### config.mk
export PLATFORM = sky130hd
export DESIGN_NAME = el2_ifu_iccm_ecc_corr
export DESIGN_NICKNAME = d
export VERILOG_FILES = /design/src/rtl/el2_pkg.sv /design/src/rtl/el2_iccm_secded39_dec.sv /design/src/rtl/el2_ifu_iccm_ecc_corr.sv
export SDC_FILE = /design/constraint.sdc
export NUM_CORES = 1
export LEC_CHECK = 0
export ABC_CLOCK_PERIOD_IN_PS = 8900
export CORE_ASPECT_RATIO = 1.1
export CORE_MARGIN = 3
export CORE_UTILIZATION = 48
export DETAILED_ROUTE_END_ITERATION = 8
export DONT_BUFFER_PORTS = 1
export SETUP_SLACK_MARGIN = 0.5
export SLEW_MARGIN = 20
export SYNTH_ARGS = -nofsm -noshare
export SYNTH_HDL_FRONTEND = slang
export SYNTH_SLANG_ARGS = --single-unit
### constraint.sdc
create_clock -name clk -period 8.9 [get_ports clk]
set_input_delay 1.78 -clock clk [delete_from_list [all_inputs] [get_ports clk]]
set_output_delay 1.78 -clock clk [all_outputs]
set_load 0.01 [all_outputs]
### src/rtl/el2_pkg.sv
// el2_pkg: shared types and SECDED code definition for the ICCM ECC correction block
package el2_pkg;
  localparam int ICCM_ECC_LEG_W = 39;
  localparam int ICCM_DATA_W = 32;
  localparam int ICCM_ECC_W = 7;
  typedef enum logic [1:0] {IDLE, PEND, WB} el2_iccm_corr_state_t;
  // Hsiao columns: the 32 smallest weight-3 7-bit values, column i belongs to data bit i
  function automatic logic [ICCM_DATA_W*ICCM_ECC_W-1:0] hsiao_cols();
    int n;
    n = 0;
    hsiao_cols = '0;
    for (int v = 0; v < 128; v++)
      if ($countones(v[6:0]) == 3 && n < ICCM_DATA_W) begin
        hsiao_cols[n*ICCM_ECC_W +: ICCM_ECC_W] = v[6:0];
        n++;
      end
  endfunction
  localparam logic [ICCM_DATA_W*ICCM_ECC_W-1:0] HSIAO_H = hsiao_cols();
endpackage

### src/rtl/el2_iccm_secded39_dec.sv
// el2_iccm_secded39_dec: combinational Hsiao SECDED check and single-bit correction of one 39-bit leg
module el2_iccm_secded39_dec
  import el2_pkg::*;
(
  input  logic [ICCM_ECC_LEG_W-1:0] din,
  output logic [ICCM_DATA_W-1:0]    dout,
  output logic [ICCM_ECC_W-1:0]     eout,
  output logic                      single_err,
  output logic                      double_err
);
  logic [ICCM_ECC_W-1:0] syn;
  always_comb begin
    syn = din[ICCM_ECC_LEG_W-1:ICCM_DATA_W];
    for (int i = 0; i < ICCM_DATA_W; i++)
      syn ^= din[i] ? HSIAO_H[i*ICCM_ECC_W +: ICCM_ECC_W] : '0;
    single_err = (|syn) & (^syn);
    double_err = (|syn) & ~(^syn);
    dout = din[ICCM_DATA_W-1:0];
    eout = din[ICCM_ECC_LEG_W-1:ICCM_DATA_W];
    for (int i = 0; i < ICCM_DATA_W; i++)
      dout[i] = din[i] ^ (single_err && syn == HSIAO_H[i*ICCM_ECC_W +: ICCM_ECC_W]);
    for (int j = 0; j < ICCM_ECC_W; j++)
      eout[j] = din[ICCM_DATA_W+j] ^ (single_err && syn == 7'(1 << j));
  end
endmodule

### src/rtl/el2_ifu_iccm_ecc_corr.sv
// el2_ifu_iccm_ecc_corr: ICCM read SECDED check and single-error write-back sequencer.
// RV_ICCM_ECC_ERR_CNT_EN builds the saturating single/drop error counters.
module el2_ifu_iccm_ecc_corr
  import el2_pkg::*;
#(
  parameter int ICCM_BITS = 16
) (
  input  logic                  clk,
  input  logic                  rst,
  input  logic                  iccm_rd_vld,
  input  logic                  iccm_rd_hi_vld,
  input  logic [ICCM_BITS-1:1]  iccm_rd_addr_q,
  input  logic [77:0]           iccm_rd_data_ecc,
  input  logic                  corr_gnt,
  output logic                  corr_req,
  output logic                  iccm_correction_state,
  output logic                  iccm_buf_correct_ecc,
  output logic                  iccm_corr_wren,
  output logic [ICCM_BITS-1:1]  iccm_corr_addr,
  output logic [2:0]            iccm_corr_wr_size,
  output logic [77:0]           iccm_corr_wr_data,
  output logic                  ecc_sb_err,
  output logic                  ecc_db_err,
  output logic                  ecc_err_drop,
  output logic [15:0]           ecc_sb_cnt,
  output logic [15:0]           ecc_drop_cnt
);
  localparam int AW = ICCM_BITS - 2;
  el2_iccm_corr_state_t state, state_nxt;
  logic [ICCM_DATA_W-1:0] lo_d, hi_d;
  logic [ICCM_ECC_W-1:0] lo_e, hi_e;
  logic lo_s, lo_db, hi_s, hi_db;
  logic db, lo_sb, hi_sb, cap;
  logic [1:0] n_sb, n_drop;
  logic [AW-1:0] lo_wa, hi_wa, cap_wa;
  logic [ICCM_ECC_LEG_W-1:0] cap_word;
  logic unused_addr_lsb;
  el2_iccm_secded39_dec u_lo (
    .din(iccm_rd_data_ecc[38:0]), .dout(lo_d), .eout(lo_e),
    .single_err(lo_s), .double_err(lo_db)
  );
  el2_iccm_secded39_dec u_hi (
    .din(iccm_rd_data_ecc[77:39]), .dout(hi_d), .eout(hi_e),
    .single_err(hi_s), .double_err(hi_db)
  );
  assign unused_addr_lsb = iccm_rd_addr_q[1];
  assign lo_wa = iccm_rd_addr_q[ICCM_BITS-1:2];
  assign hi_wa = lo_wa + 1'b1;
  // any double on a checked leg suppresses single handling of the whole read
  always_comb begin
    db = iccm_rd_vld & (lo_db | (iccm_rd_hi_vld & hi_db));
    lo_sb = iccm_rd_vld & ~db & lo_s;
    hi_sb = iccm_rd_vld & ~db & iccm_rd_hi_vld & hi_s;
    n_sb = {1'b0, lo_sb} + {1'b0, hi_sb};
    cap = (state == IDLE) & (lo_sb | hi_sb);
    n_drop = cap ? {1'b0, lo_sb & hi_sb} : n_sb;
    state_nxt = (state == IDLE) ? (cap ? PEND : IDLE) :
                (state == PEND) ? (corr_gnt ? WB : PEND) : IDLE;
  end
  always_ff @(posedge clk) begin
    if (rst) begin
      state <= IDLE;
      cap_word <= '0;
      cap_wa <= '0;
      ecc_sb_err <= 1'b0;
      ecc_db_err <= 1'b0;
      ecc_err_drop <= 1'b0;
    end else begin
      state <= state_nxt;
      if (cap) begin
        cap_word <= lo_sb ? {lo_e, lo_d} : {hi_e, hi_d};
        cap_wa <= lo_sb ? lo_wa : hi_wa;
      end
      ecc_sb_err <= |n_sb;
      ecc_db_err <= db;
      ecc_err_drop <= ecc_err_drop | (|n_drop);
    end
  end
  assign corr_req = state == PEND;
  assign iccm_correction_state = state != IDLE;
  assign iccm_buf_correct_ecc = state == WB;
  assign iccm_corr_wren = iccm_buf_correct_ecc;
  assign iccm_corr_addr = {cap_wa, 1'b0};
  assign iccm_corr_wr_size = 3'b010;
  assign iccm_corr_wr_data = {cap_word, cap_word};
`ifdef RV_ICCM_ECC_ERR_CNT_EN
  logic [16:0] sb_sum, drop_sum;
  always_comb begin
    sb_sum = {1'b0, ecc_sb_cnt} + {15'd0, n_sb};
    drop_sum = {1'b0, ecc_drop_cnt} + {15'd0, n_drop};
  end
  always_ff @(posedge clk) begin
    if (rst) begin
      ecc_sb_cnt <= '0;
      ecc_drop_cnt <= '0;
    end else begin
      ecc_sb_cnt <= sb_sum[16] ? 16'hFFFF : sb_sum[15:0];
      ecc_drop_cnt <= drop_sum[16] ? 16'hFFFF : drop_sum[15:0];
    end
  end
`else
  assign ecc_sb_cnt = '0;
  assign ecc_drop_cnt = '0;
`endif
endmodule
After elaboration in Yosys (flattened, before gate mapping)

Cells that the tools add are included.

Add/subtract/negate cells: 2
Equal/unequal tests: 80
Reduce and logical (&&, ||, !) cells: 86
Bitwise operators: 160
Muxes and demuxes: 71

Operators by type and width:

| cell                    | number |
|---|---|
| $xor A7 B7 Y7           | 64 |
| $eq A7 B7 Y1 const B    | 26 |
| $mux W7                 | 24 |
| $eq A7 B6 Y1 const B    | 22 |
| $mux W6                 | 20 |
| $eq A7 B5 Y1 const B    | 14 |
| $logic_and A1 B1 Y1     | 78 |
| $xor A1 B1 Y1           | 78 |
| $mux W5                 | 12 |
| $eq A7 B4 Y1 const B    | 8 |
| $mux W39                | 1 |
| $eq A7 B3 Y1 const B    | 4 |
| $mux W4                 | 6 |
| $add A14 B1 Y14 const B | 1 |
| $eq A7 B1 Y1 const B    | 2 |
| $eq A7 B2 Y1 const B    | 2 |
| $mux W14                | 1 |
| $reduce_or A7 Y1        | 2 |
| $reduce_xor A7 Y1       | 2 |
| $and A1 B1 Y1           | 12 |
| $mux W2                 | 4 |
| $mux W3                 | 2 |
| $reduce_or A2 Y1        | 2 |
| $not A1 Y1              | 3 |
| 7 further kinds         | 9 |

Register bits: 58
Bits of input ports: 98

Logic depth before layout (Yosys ltp)

Gate-level depths: netlist of the first run.

Depth in word-level cells: 48
Depth in mapped cells: 22
Depth with buffers taken out: 17

By module

From an unflattened synthesis of the first run, not the netlist that was laid out.

Cell total of the unflattened synthesis: 790
Area, all modules: 6620.1 um^2

Modules (own cells, without submodules):

| module                       | instances | area each (um^2) | cells each | sequential area each (um^2) |
|---|---|---|---|---|
| el2_ifu_iccm_ecc_corr        | 1         | 3273.1           | 416        | 1161.1 |
| el2_iccm_secded39_dec (u_lo) | 1         | 1696.6           | 188        | 0.0 |
| el2_iccm_secded39_dec (u_hi) | 1         | 1650.3           | 186        | 0.0 |

Worst setup path after synthesis of the first run

OpenSTA, ideal clock, no wires.

Path type: input to register
From: input iccm_rd_data_ecc[43]
To: register cap_word[9]
Arrival time: 6.178 ns
Stages on the path: 20
Slack: 2.655 ns
Library setup time: 0.067 ns
Cell sequence: xnor3_1 -> xnor2_1 -> xnor2_1 -> xnor2_1 -> clkbuf_1 -> ha_1 -> xnor2_1 -> xor3_1 -> o21ai_0 -> a31oi_2 -> clkbuf_1 -> nor2b_1 -> nand4_1 -> ha_1 -> or3_1 -> clkbuf_1 -> or3_1 -> buf_2 -> buf_6 -> o21ai_2

Cells in the longest elaborated chain, start to end: 41

Ends and longest elaborated chain:

| item                          | line                                                     | text |
|---|---|---|
| from (decl)                   | el2_ifu_iccm_ecc_corr.sv:13                              | `input logic [77:0] iccm_rd_data_ecc,` |
| $mux W5 *                     | el2_iccm_secded39_dec.sv:15                              | `syn ^= din[i] ? HSIAO_H[i*ICCM_ECC_W +: ICCM_ECC_W] : '0;` |
| $xor A7 B7 Y7 * (28 in a row) | el2_iccm_secded39_dec.sv:15                              |  |
| $reduce_xor A7 Y1             | el2_iccm_secded39_dec.sv:16, el2_iccm_secded39_dec.sv:17 |  |
| $not A1 Y1                    | el2_iccm_secded39_dec.sv:17                              | `double_err = (\|syn) & ~(^syn);` |
| $and A1 B1 Y1                 | el2_iccm_secded39_dec.sv:17                              |  |
| $and A1 B1 Y1                 | el2_ifu_iccm_ecc_corr.sv:51                              | `db = iccm_rd_vld & (lo_db \| (iccm_rd_hi_vld & hi_db));` |
| $or A1 B1 Y1                  | el2_ifu_iccm_ecc_corr.sv:51                              |  |
| $and A1 B1 Y1                 | el2_ifu_iccm_ecc_corr.sv:51                              |  |
| $not A1 Y1                    | el2_ifu_iccm_ecc_corr.sv:52, el2_ifu_iccm_ecc_corr.sv:53 |  |
| $and A1 B1 Y1                 | el2_ifu_iccm_ecc_corr.sv:52, el2_ifu_iccm_ecc_corr.sv:53 |  |
| $and A1 B1 Y1 (2 in a row)    | el2_ifu_iccm_ecc_corr.sv:53                              | `hi_sb = iccm_rd_vld & ~db & iccm_rd_hi_vld & hi_s;` |
| $or A1 B1 Y1                  | el2_ifu_iccm_ecc_corr.sv:55                              | `cap = (state == IDLE) & (lo_sb \| hi_sb);` |
| $and A1 B1 Y1                 | el2_ifu_iccm_ecc_corr.sv:55                              |  |
| to (signal assigned)          | el2_ifu_iccm_ecc_corr.sv:71                              | `cap_word <= lo_sb ? {lo_e, lo_d} : {hi_e, hi_d};` |
| to (decl)                     | el2_ifu_iccm_ecc_corr.sv:36                              | `logic [ICCM_ECC_LEG_W-1:0] cap_word;` |

Every way passes the cells marked *; elsewhere a longest branch is shown, timed or not.
A chain may end at the register's enable or synchronous reset.

Worst setup path after layout of the first run

From: input iccm_rd_data_ecc[52]
To: register cap_word[37]

Cells in the longest elaborated chain, start to end: 32

Ends and longest elaborated chain:

| item                          | line |
|---|---|
| $mux W6 *                     | el2_iccm_secded39_dec.sv:15 |
| $xor A7 B7 Y7 * (19 in a row) | el2_iccm_secded39_dec.sv:15 |
| $reduce_xor A7 Y1             | el2_iccm_secded39_dec.sv:16, el2_iccm_secded39_dec.sv:17 |
| $not A1 Y1                    | el2_iccm_secded39_dec.sv:17 |
| $and A1 B1 Y1                 | el2_iccm_secded39_dec.sv:17 |
| $and A1 B1 Y1                 | el2_ifu_iccm_ecc_corr.sv:51 |
| $or A1 B1 Y1                  | el2_ifu_iccm_ecc_corr.sv:51 |
| $and A1 B1 Y1                 | el2_ifu_iccm_ecc_corr.sv:51 |
| $not A1 Y1                    | el2_ifu_iccm_ecc_corr.sv:52, el2_ifu_iccm_ecc_corr.sv:53 |
| $and A1 B1 Y1                 | el2_ifu_iccm_ecc_corr.sv:52, el2_ifu_iccm_ecc_corr.sv:53 |
| $and A1 B1 Y1 (2 in a row)    | el2_ifu_iccm_ecc_corr.sv:53 |
| $or A1 B1 Y1                  | el2_ifu_iccm_ecc_corr.sv:55 |
| $and A1 B1 Y1                 | el2_ifu_iccm_ecc_corr.sv:55 |

Marked as above.

==> flow_summary_export.csv, run 1 <==
group,metric,value,unit
die,start_util,0.502,
clock_tree,ctsHoldBuffers,0,
clock_tree,clk_latency,0.33,ns
drt,vias,4664,
clock_tree,cts-buffers-inserted,9,
synthesis,ys_warn_count,0,
global_route,antenna_found_initial,0,
power_and_ir_drop,leakage,2.26,nW
critical_path,r2r_slack,7.11,ns
clock_tree,clockBufferDepth,2,
die,fp.dieArea,14200,um^2
clock_tree,cts_tree,"yes",
critical_path,cp.arrival,6.57,ns
critical_path,r2r-end,"cap_word[37]",
drt,routed.top_layer,"met4",
synthesis,async_flop_share,0,
clock_tree,cts_root_buffer,"clkbuf_16",
critical_path,critPathLaunchType,"input pin",
timing,min_period,6.33,ns
critical_path,regToRegStartpoint,"state[1]",
synthesis,netlist_area,6170,um^2
synthesis,synth_edf_count,0,
synthesis,synth.avg_cell_area,8.57,um^2
clock_tree,cts_resized,0,
synthesis,netlist_top_cells_area,"dfxtp_1 (19%), xnor2_1 (19%), buf_4 (9.2%)",
power_and_ir_drop,power.switching,1.56,mW
power_and_ir_drop,seqPwrFrac,0.143,
timing,period_share,0.711,
clock_tree,cts_sinks,58,
die,die_w,114,um
place,portBuffers,0,
final_layout,antenna_cells,0,
drt,wl_met1,7.59,mm
timing,finalHoldViolations,0,
drt,wl_met2,8.49,mm
critical_path,endpoint,"cap_word[37]",
clock_tree,post_cts_buffers,0,
job,cap_violations,0,
critical_path,cp.required,9.14,ns
timing,slew_headroom,0.546,
clock_tree,clk_pin_slew,0.05,ns
synthesis,synth_top_cell_by_area,"dfxtp_1",
power_and_ir_drop,p_int,1.31,mW
timing,fmaxAchievable,0.158,GHz
critical_path,cp-startpoint,"iccm_rd_data_ecc[52]",
die,core,12300,um^2
critical_path,critPathKind,"input pin to register",
power_and_ir_drop,ir_drop,313,uV
min_path,hold_path_class,"register to register",
timing,rsz0062_at_grt,"false",
drt,ant_nets,0,
synthesis,synthDistinctLibCells,52,
synthesis,synth_top_cell_area_share,0.188,
final_layout,drive_gt1_frac,0.0673,
synthesis,synthFlopType,"dfxtp_1",
global_route,grt_max_degree,38,
drt,avgViaCountPerCell,5.67,
drt,routed_wirelength,17.7,mm
place,place_inst,807,
synthesis,synth_cells,720,
status,status,"complete, no violations",
timing,finClkSkew,0.00725,ns
critical_path,reg2reg_depth,4,
drt,drc,0,
critical_path,path_max_fanout,23,
global_route,grt_pass1_wl,26.7,mm
final_layout,fin_nets,775,
final_layout,final_cells,823,
drt,wl_met3,1.21,mm
die,rows,42,
critical_path,cp-end-kind,"register",
final_layout,syn_to_final_growth,-0.507,%
power_and_ir_drop,power_frac_clock,0.131,
power_and_ir_drop,power_density,467,nW/um^2
die,fp.dieH,125,um
place,finalWeightedCongestion,0.921,
timing,final_max_slew_viol_count,0,
power_and_ir_drop,swShare,0.544,
global_route,grt_pass1_vias,4742,
power_and_ir_drop,p_comb_frac,0.726,
timing,setup_viol,0,
global_route,overflow,0,
drt,wire_per_inst,21.5,um
timing,setup_tns,0,ns
timing,worst_pin_slew,0.679,ns
synthesis,seq_area_frac_synth,0.188,
drt,drt-pass1-iter-count,4,
die,io_pins,233,
place,hpwl,14.4,mm
clock_tree,htreeDepth,3,
synthesis,synth-seq-cells,58,
drt,drtIter0Drc,490,
global_route,grt.total_usage,0.241,
-- critical path: stages --
cell      delay, ns
xnor2_1        0.12
xnor2_1        0.31
xnor2_1        0.18
xnor2_1        0.13
buf_4          0.18
clkinv_1       0.25
ha_1           0.39
xnor2_1        0.22
xor3_1         0.43
o21ai_0        0.27
a31oi_2        0.06
buf_4          0.24
nor2_4         0.26
inv_2          0.17
ha_1           0.25
or3_1          0.34
or3_1          0.50
buf_4          0.29
o21ai_0        0.18
-- flip-flops by register name (all words and copies together), names as in the netlist --
| signal | cells |
|---|---|
| cap_wa | 14 |
| ecc_err_drop | 1 |
| ecc_db_err | 1 |
| ecc_sb_err | 1 |
| cap_word | 39 |
| state | 2 |
-- Yosys cell counts (13+ instances only) --
master	instances
buf_4	76
nor2_1	50
a22oi_1	29
xor2_1	64
xnor3_1	22
nor3_1	30
o21ai_0	37
a21oi_1	13
nand2_1	34
clkbuf_1	21
ha_1	13
dfxtp_1	58
xnor2_1	131
-- worst min-delay path by stage --
stage	startpoint	endpoint	depth (start not counted)
after floorplan	cap_wa[0]	cap_wa[0]	2
after global placement	cap_wa[0]	cap_wa[0]	2
after detailed placement	cap_wa[0]	cap_wa[0]	2
after CTS	cap_wa[0]	cap_wa[0]	2
after global routing	cap_wa[0]	cap_wa[0]	2
final	cap_wa[0]	cap_wa[0]	2
-- cells in the final DEF (no fill, tap or decap), drive strengths merged, types with 4 or more instances in the layout --
| master | n |
|---|---|
| xnor3 | 22 |
| nor4 | 11 |
| dfxtp | 58 |
| ha | 13 |
| conb | 36 |
| and3 | 5 |
| nand2 | 34 |
| a211oi | 9 |
| or3 | 8 |
| o21ai | 47 |
| a22oi | 29 |
| nor2 | 51 |
| xor2 | 64 |
| xnor2 | 132 |
| a21oi | 13 |
| o211ai | 11 |
| nor3 | 30 |
| clkbuf | 12 |
| nand2b | 10 |
| nand3 | 11 |
| inv | 8 |
| o2111ai | 4 |
| buf | 8 |
| or2 | 6 |
| a311oi | 5 |
| nor2b | 4 |
-- cell families after synthesis --
logic type      after synthesis  synth area share
simple gates                184             0.152
flops                        58             0.188
fa+ha+maj                    13            0.0264
xor+xnor                    221             0.371
other cells                   2           0.00122
buf+inv                     118             0.125
compound gates              124             0.136
-- power by group through the flow --
stage	Sequential, mW	Combinational [mW]	Clock, mW
3_5_place_dp	0.418	2.06	0
5_1_grt	0.418	2.31	0.391
2_1_floorplan	0.386	1.75	0
6_report	0.411	2.08	0.376
3_3_place_gp	0.416	2.01	0
4_1_cts	0.413	2.07	0.381
-- metrics by stage --
stage / instance area (um^2) / setup WS [ns] / total power [mW] / hold slack, ns / utilization
final: 6140 / 2.57 / 2.87 / 0.500 / 0.499
after global routing: 6140 / 2.18 / 3.12 / 0.514 / 0.499
after CTS: 6140 / 2.59 / 2.86 / 0.499 / 0.499
after detailed placement: 5820 / 2.28 / 2.48 / 0.493 / 0.473
after global placement: 5820 / 2.36 / 2.43 / 0.488 / 0.473
after floorplan: 6300 / 2.66 / 2.14 / 0.476 / -
-- area by class of cell --
type	instances	area [um^2]
Fill cell	1225	6160
Multi-Input combinational cell	578	4370
Sequential cell	58	1160
Clock buffer	12	246
Tap cell	154	193
Clock inverter	4	75.1
Timing Repair Buffer	8	60.1
Inverter	9	33.8
-- routing by layer --
layer  vias up  GRT usage
met4         0     0.0741
li1       2240          -
met3        28     0.0520
met2       183      0.397
met1      2213      0.313
met5         -          0
No activity file was read; power rests on OpenSTA's default activity.
==> run 2: changes to the inputs <==
ABC_AREA = 1   (was unset)
ABC_CLOCK_PERIOD_IN_PS = 5300   (was 8900)
PLACE_DENSITY = 0.65   (was unset)
clock period = 5.3 ns   (was 8.9 ns; I/O delays follow)
==> run 2 against run 1 <==
  * Clock skew shrank 0.0019 ns
  * Die area grew 32%
  * Sequential share of layout area shrank 4.9 points
  * Via count grew 80%
  * Synthesized area grew 34%
  * Critical path type unchanged
  * Critical endpoint is now cap_wa[3]
==> flow_summary_export.csv, run 2 <==
group,metric,value,unit
status,status,"complete, no violations",
critical_path,cp.required,5.53,ns
timing,slew_headroom,0.425,
timing,setup_tns,0,ns
synthesis,synth_edf_count,0,
clock_tree,cts-buffers-inserted,9,
critical_path,path_max_fanout,39,
clock_tree,clk_latency,0.34,ns
final_layout,multi_input_area,5690,um^2
critical_path,critPathMostFrequentCell,"nand2_1",
timing,setup_viol,0,
synthesis,netlist_top_cells_area,"nand2_1 (25%), dfxtp_1 (14%), xor2_1 (10%)",
drt,wl_met1,10.9,mm
critical_path,r2r_slack,3.83,ns
place,finalWeightedCongestion,0.952,
clock_tree,clk_pin_slew,0.06,ns
final_layout,antenna_cells,0,
final_layout,regArea,1160,um^2
timing,final_max_slew_viol_count,0,
global_route,overflow,0,
drt,wl_met3,1.98,mm
place,hpwl,21.1,mm
synthesis,synthDistinctLibCells,30,
timing,finClkSkew,0.00536,ns
final_layout,top_register,"cap_word",
drt,vias,8408,
power_and_ir_drop,leakage,4.41,nW
synthesis,synth_top_cell_area_share,0.253,
global_route,grt_pass1_vias,7641,
final_layout,final_cells,1655,
critical_path,cp.depth,23,
critical_path,crit_buf_inv,7,
global_route,grt_pass1_wl,40.3,mm
critical_path,reg2reg_depth,7,
min_path,whs_path_depth,1,
drt,routed_wirelength,26.1,mm
drt,drc,0,
synthesis,yosysMostFrequentCell,"nand2_1",
min_path,hold_path_class,"register to register",
synthesis,async_flop_share,0,
die,fp.dieArea,18800,um^2
final_layout,fin_nets,1532,
synthesis,seq_area_frac_synth,0.140,
drt,avgViaCountPerCell,5.08,
global_route,antenna_found_initial,0,
synthesis,netlist_area,8270,um^2
die,rows,49,
timing,rsz0062_at_grt,"false",
place,portBuffers,0,
synthesis,synth_cells,1497,
die,start_util,0.498,
die,core,16600,um^2
critical_path,crit_slowest_cell,"ha_1",
synthesis,synth.avg_cell_area,5.52,um^2
final_layout,drive_gt1_frac,0.0407,
synthesis,synth_top_cell_by_area,"nand2_1",
critical_path,cp.arrival,4.65,ns
critical_path,cp-end-kind,"register",
synthesis,synth-seq-cells,58,
critical_path,cpPeakStageDelay,0.30,ns
final_layout,layout_commonest_cell,"nand2_1",
synthesis,ys_warn_count,0,
die,io_pins,233,
clock_tree,cts_root_buffer,"clkbuf_16",
critical_path,critPathKind,"input pin to register",
drt,drtIter0Drc,625,
drt,drt-pass1-iter-count,5,
timing,min_period,4.42,ns
timing,fmaxAchievable,0.226,GHz
critical_path,critPathLaunchType,"input pin",
final_layout,largest_registers,"cap_word (39), cap_wa (14), state (2)",
clock_tree,htreeDepth,3,
final_layout,syn_to_final_growth,-0.151,%
die,fp.dieH,144,um
die,die_w,131,um
timing,period_share,0.834,
final_layout,layout_common_cells,"nand2_1 (558), inv_1 (169), nand3_1 (157), nor2_1 (116), xor2_1 (95)",
place,place_inst,1633,
clock_tree,clockBufferDepth,2,
drt,routed.top_layer,"met4",
drt,ant_nets,0,
synthesis,ys_top_cells_by_count,"nand2_1 (558), inv_1 (169), nand3_1 (157)",
final_layout,largest_reg_flops,39,
final_layout,n_fill_cell,1820,
job,cap_violations,0,
drt,wire_per_inst,15.8,um
drt,wl_met2,12.5,mm
power_and_ir_drop,power_density,495,nW/um^2
critical_path,crit_chain,"xnor2_2 > xor2_2 > xor2_1 > xor2_1 > xor2_1 > inv_1 > ha_1 > xnor2_1 > nand3b_1 > nand2_1 > inv_1 > nand2_1 > nand2_1 > inv_2 > nand2_1 > clkinv_4 > nand3_1 > ha_1 > nor2_4 > clkinvlp_4 > buf_12 > o21ai_0 > inv_1",
clock_tree,cts_sinks,58,
critical_path,cp_top_family,"XOR/XNOR gates",
clock_tree,cts_tree,"yes",
timing,finalHoldViolations,0,
power_and_ir_drop,ir_drop,437,uV
timing,worst_pin_slew,0.855,ns
global_route,grt.total_usage,0.270,
synthesis,synthFlopType,"dfxtp_1",
global_route,grt_max_degree,60,
-- run 2: timing repair --
| item | CTS | global route |
|---|---|---|
| buffers inserted | 0 | 6 |
| resized for setup | 0 | 6 |
| endpoints found under the setup margin | 0 | 51 |
| hold buffers | 0 | 0 |
-- run 2: layer usage --
metal  up-vias  global-route usage
met4         0              0.0896
met5         -                   0
met3        42              0.0616
met1      3746               0.329
met2       283               0.475
li1       4337                   -
-- run 2: cells by family after synthesis --
family | share of synthesized area
AO/OA/AOI/OAI | 0.0381
AND/OR/NAND/NOR | 0.456
adder cells (fa/ha/maj) | 0.0197
flip-flops | 0.140
XOR/XNOR | 0.154
buffers and inverters | 0.190
other | 0.000908
-- run 2: cell type report --
cell class	instances	area share
Clock inverter	6	0.00500
Clock buffer	10	0.0289
Tap cell	229	0.0347
Timing Repair Buffer	15	0.0186
Multi-Input combinational cell	1156	0.689
Sequential cell	58	0.141
Inverter	181	0.0833
-- run 2: per-stage QoR --
step	worst slack, ns	hold slack, ns	util	power (mW)	instance area [um^2]
after floorplan	0.614	0.420	-	3.13	8400
after global placement	0.258	0.436	0.476	3.39	7910
after detailed placement	0.209	0.436	0.476	3.43	7910
after CTS	0.549	0.444	0.493	4.00	8190
after global routing	0.584	0.453	0.497	4.49	8260
final	0.882	0.448	0.497	4.09	8260
-- run 2: power breakdown --
part	total [mW]	leakage [nW]	switching (mW)	internal [mW]
Clock	0.552	0.131	0.224	0.328
Combinational	2.56	3.80	1.73	0.830
Sequential	0.976	0.476	0.344	0.632
-- run 2: final timing paths --
path / startpoint / endpoint
setup reg to reg: state[0] / cap_wa[3]
hold / removal: state[1] / state[1]
setup / recovery: iccm_rd_data_ecc[43] / cap_wa[3]
hold reg to reg: state[1] / state[1]
==> run 3: changes to the inputs <==
ABC_CLOCK_PERIOD_IN_PS = 3900   (was 5300)
clock period = 3.9 ns   (was 5.3 ns; I/O delays follow)
==> run 3 against run 2 <==
  * Clock skew down 0.0010 ns
  * Critical path depth up 1
  * Sequential share of layout area down 1.2 points
  * Clock power up 36%
  * First-iteration DRC count down 5.3%
  * Routed wire length up 2.5%
  * Count of clock-buffer cells in the layout unchanged
  * Total power up 69%
  * Flip-flop and latch count unchanged
  * Via count up 3.2%
  * Combinational power up 88%
  * Critical endpoint is now cap_word[19]
  * Highest routed layer unchanged
==> flow_summary_export.csv, run 3 (synthesized netlist as in run 2, its figures left out) <==
group,metric,value,unit
final_layout,final_cells,1709,
global_route,grt_pass1_vias,8007,
final_layout,top_register,"cap_word",
critical_path,critPathLaunchType,"input pin",
timing,fin_hold_ws,0.448,ns
timing,fmaxAchievable,0.265,GHz
critical_path,cp.required,4.12,ns
job,cap_violations,0,
drt,avgViaCountPerCell,5.08,
timing,slew_headroom,0.382,
power_and_ir_drop,leakage,4.77,nW
place,finalWeightedCongestion,0.955,
clock_tree,clk_pin_slew,0.05,ns
critical_path,regToRegStartpoint,"state[0]",
drt,ant_nets,0,
final_layout,final_util,0.545,
global_route,grt_pass1_wl,41.4,mm
critical_path,cpPeakStageDelay,0.27,ns
clock_tree,ctsHoldBuffers,0,
clock_tree,cts-buffers-inserted,9,
clock_tree,cts_sinks,58,
final_layout,syn_to_final_growth,9.58,%
clock_tree,cts_tree,"yes",
timing,period_share,0.969,
drt,vias,8675,
clock_tree,cts_root_buffer,"clkbuf_16",
clock_tree,clk_latency,0.34,ns
final_layout,drive_gt1_frac,0.104,
status,status,"complete, no violations",
final_layout,largest_reg_flops,39,
drt,drtIter0Drc,592,
place,hpwl,21.5,mm
final_layout,design_area,9060,um^2
min_path,hold_path_class,"register to register",
place,place_area,8410,um^2
die,fp.dieArea,18800,um^2
timing,finClkSkew,0.00434,ns
critical_path,r2r-end,"cap_word[19]",
critical_path,crit_buf_inv,5,
critical_path,cp-startpoint,"iccm_rd_data_ecc[44]",
drt,drc,0,
timing,worst_pin_slew,0.924,ns
critical_path,cp_top_family,"XOR/XNOR gates",
timing,rsz0062_at_grt,"true",
critical_path,crit_slowest_cell,"ha_4",
critical_path,reg2reg_depth,8,
critical_path,crit_chain,"xnor2_4 > xor2_1 > xor2_1 > xor2_1 > xor2_1 > inv_1 > ha_4 > xnor2_4 > nand3b_1 > nand2_2 > inv_2 > nand2_2 > nand2_4 > nand3_4 > nand2_4 > nor2_4 > nand3_4 > ha_4 > nor2_4 > buf_12 > clkinv_8 > buf_12 > nand2_1 > a21oi_1",
drt,drt-pass1-iter-count,5,
die,start_util,0.498,
timing,setup_viol,0,
critical_path,cp.arrival,4.00,ns
clock_tree,htreeDepth,3,
die,core,16600,um^2
final_layout,layout_commonest_cell,"nand2_1",
timing,min_period,3.78,ns
die,rows,49,
place,portBuffers,0,
final_layout,antenna_cells,0,
critical_path,r2r_slack,2.47,ns
critical_path,path_max_fanout,22,
critical_path,critPathKind,"input pin to register",
critical_path,cp.depth,24,
die,die_w,131,um
die,fp.dieH,144,um
critical_path,cp-end-kind,"register",
drt,routed_wirelength,26.7,mm
timing,final_max_slew_viol_count,0,
clock_tree,clockBufferDepth,2,
final_layout,largest_registers,"cap_word (39), cap_wa (14), state (2)",
critical_path,endpoint,"cap_word[19]",
power_and_ir_drop,power_density,761,nW/um^2
critical_path,critPathMostFrequentCell,"xor2_1",
global_route,grt.total_usage,0.274,
global_route,antenna_found_initial,0,
drt,wire_per_inst,15.6,um
final_layout,layout_common_cells,"nand2_1 (550), inv_1 (166), nand3_1 (147), nor2_1 (105), xor2_1 (96)",
die,io_pins,233,
final_layout,fin_nets,1586,
timing,finalHoldViolations,0,
global_route,grt_max_degree,59,
place,place_inst,1685,
power_and_ir_drop,ir_drop,485,uV
global_route,overflow,0,
## run 3: cell count changes in the layout (fill, tap and decap cells not counted), sizes merged
cell / previous run / this run
buf: 15 / 66
clkbuf: 10 / 13
clkinvlp: 4 / 3
inv: 178 / 179
## run 3: routing by layer
metal	track usage	part of all wire
met5	0	0
met4	0.0779	0.027
met3	0.0602	0.085
met2	0.473	0.46
met1	0.347	0.43
## run 3: worst min path at each step
stage / startpoint / end / slack [ns] / depth (start not counted)
2_1_floorplan: state[1] / state[1] / 0.42 / 1
3_3_place_gp: state[1] / state[1] / 0.44 / 1
3_5_place_dp: state[1] / state[1] / 0.44 / 1
4_1_cts: state[1] / state[1] / 0.45 / 1
5_1_grt: state[1] / state[1] / 0.48 / 1
6_report: state[1] / state[1] / 0.45 / 1
## run 3: worst register-to-register path, cell delays in order, from the launching register on
cell,delay (ns)
dfxtp_1,0.31
inv_1,0.08
nand2_1,0.17
nor2_4,0.21
buf_12,0.17
clkinv_8,0.08
buf_12,0.15
nand2_1,0.09
a21oi_1,0.07
## run 3: stage by stage
stage	total power, mW	TNS, ns	setup WS (ns)
2_1_floorplan	4.44	-0.200	-0.0201
3_3_place_gp	5.32	-13.45	-0.279
4_1_cts	6.37	0	0.130
5_1_grt	7.49	-2.01	-0.0815
3_5_place_dp	5.36	-15.41	-0.342
6_report	6.90	0	0.121
## run 3: layout make-up
type	instances	area, um^2
sequential	58	1160
inverter	181	692
tap	229	287
clock inverter	6	41.3
timing repair buffer	69	726
clock buffer	10	239
fill	1736	7550
multi-input combinational	1156	5920
## run 3: timing repair
item,CTS,global route
pin swaps,12,31
endpoints found under the setup margin,56,56
gates cloned,1,3
resized for setup,14,44
buffers inserted,3,1
## run 3: report_power, final
part | leakage (nW) | internal (mW) | switching [mW]
sequential | 0.476 | 0.859 | 0.479
combinational | 4.16 | 2.01 | 2.80
clock | 0.131 | 0.446 | 0.306
total | 4.77 | 3.31 | 3.58
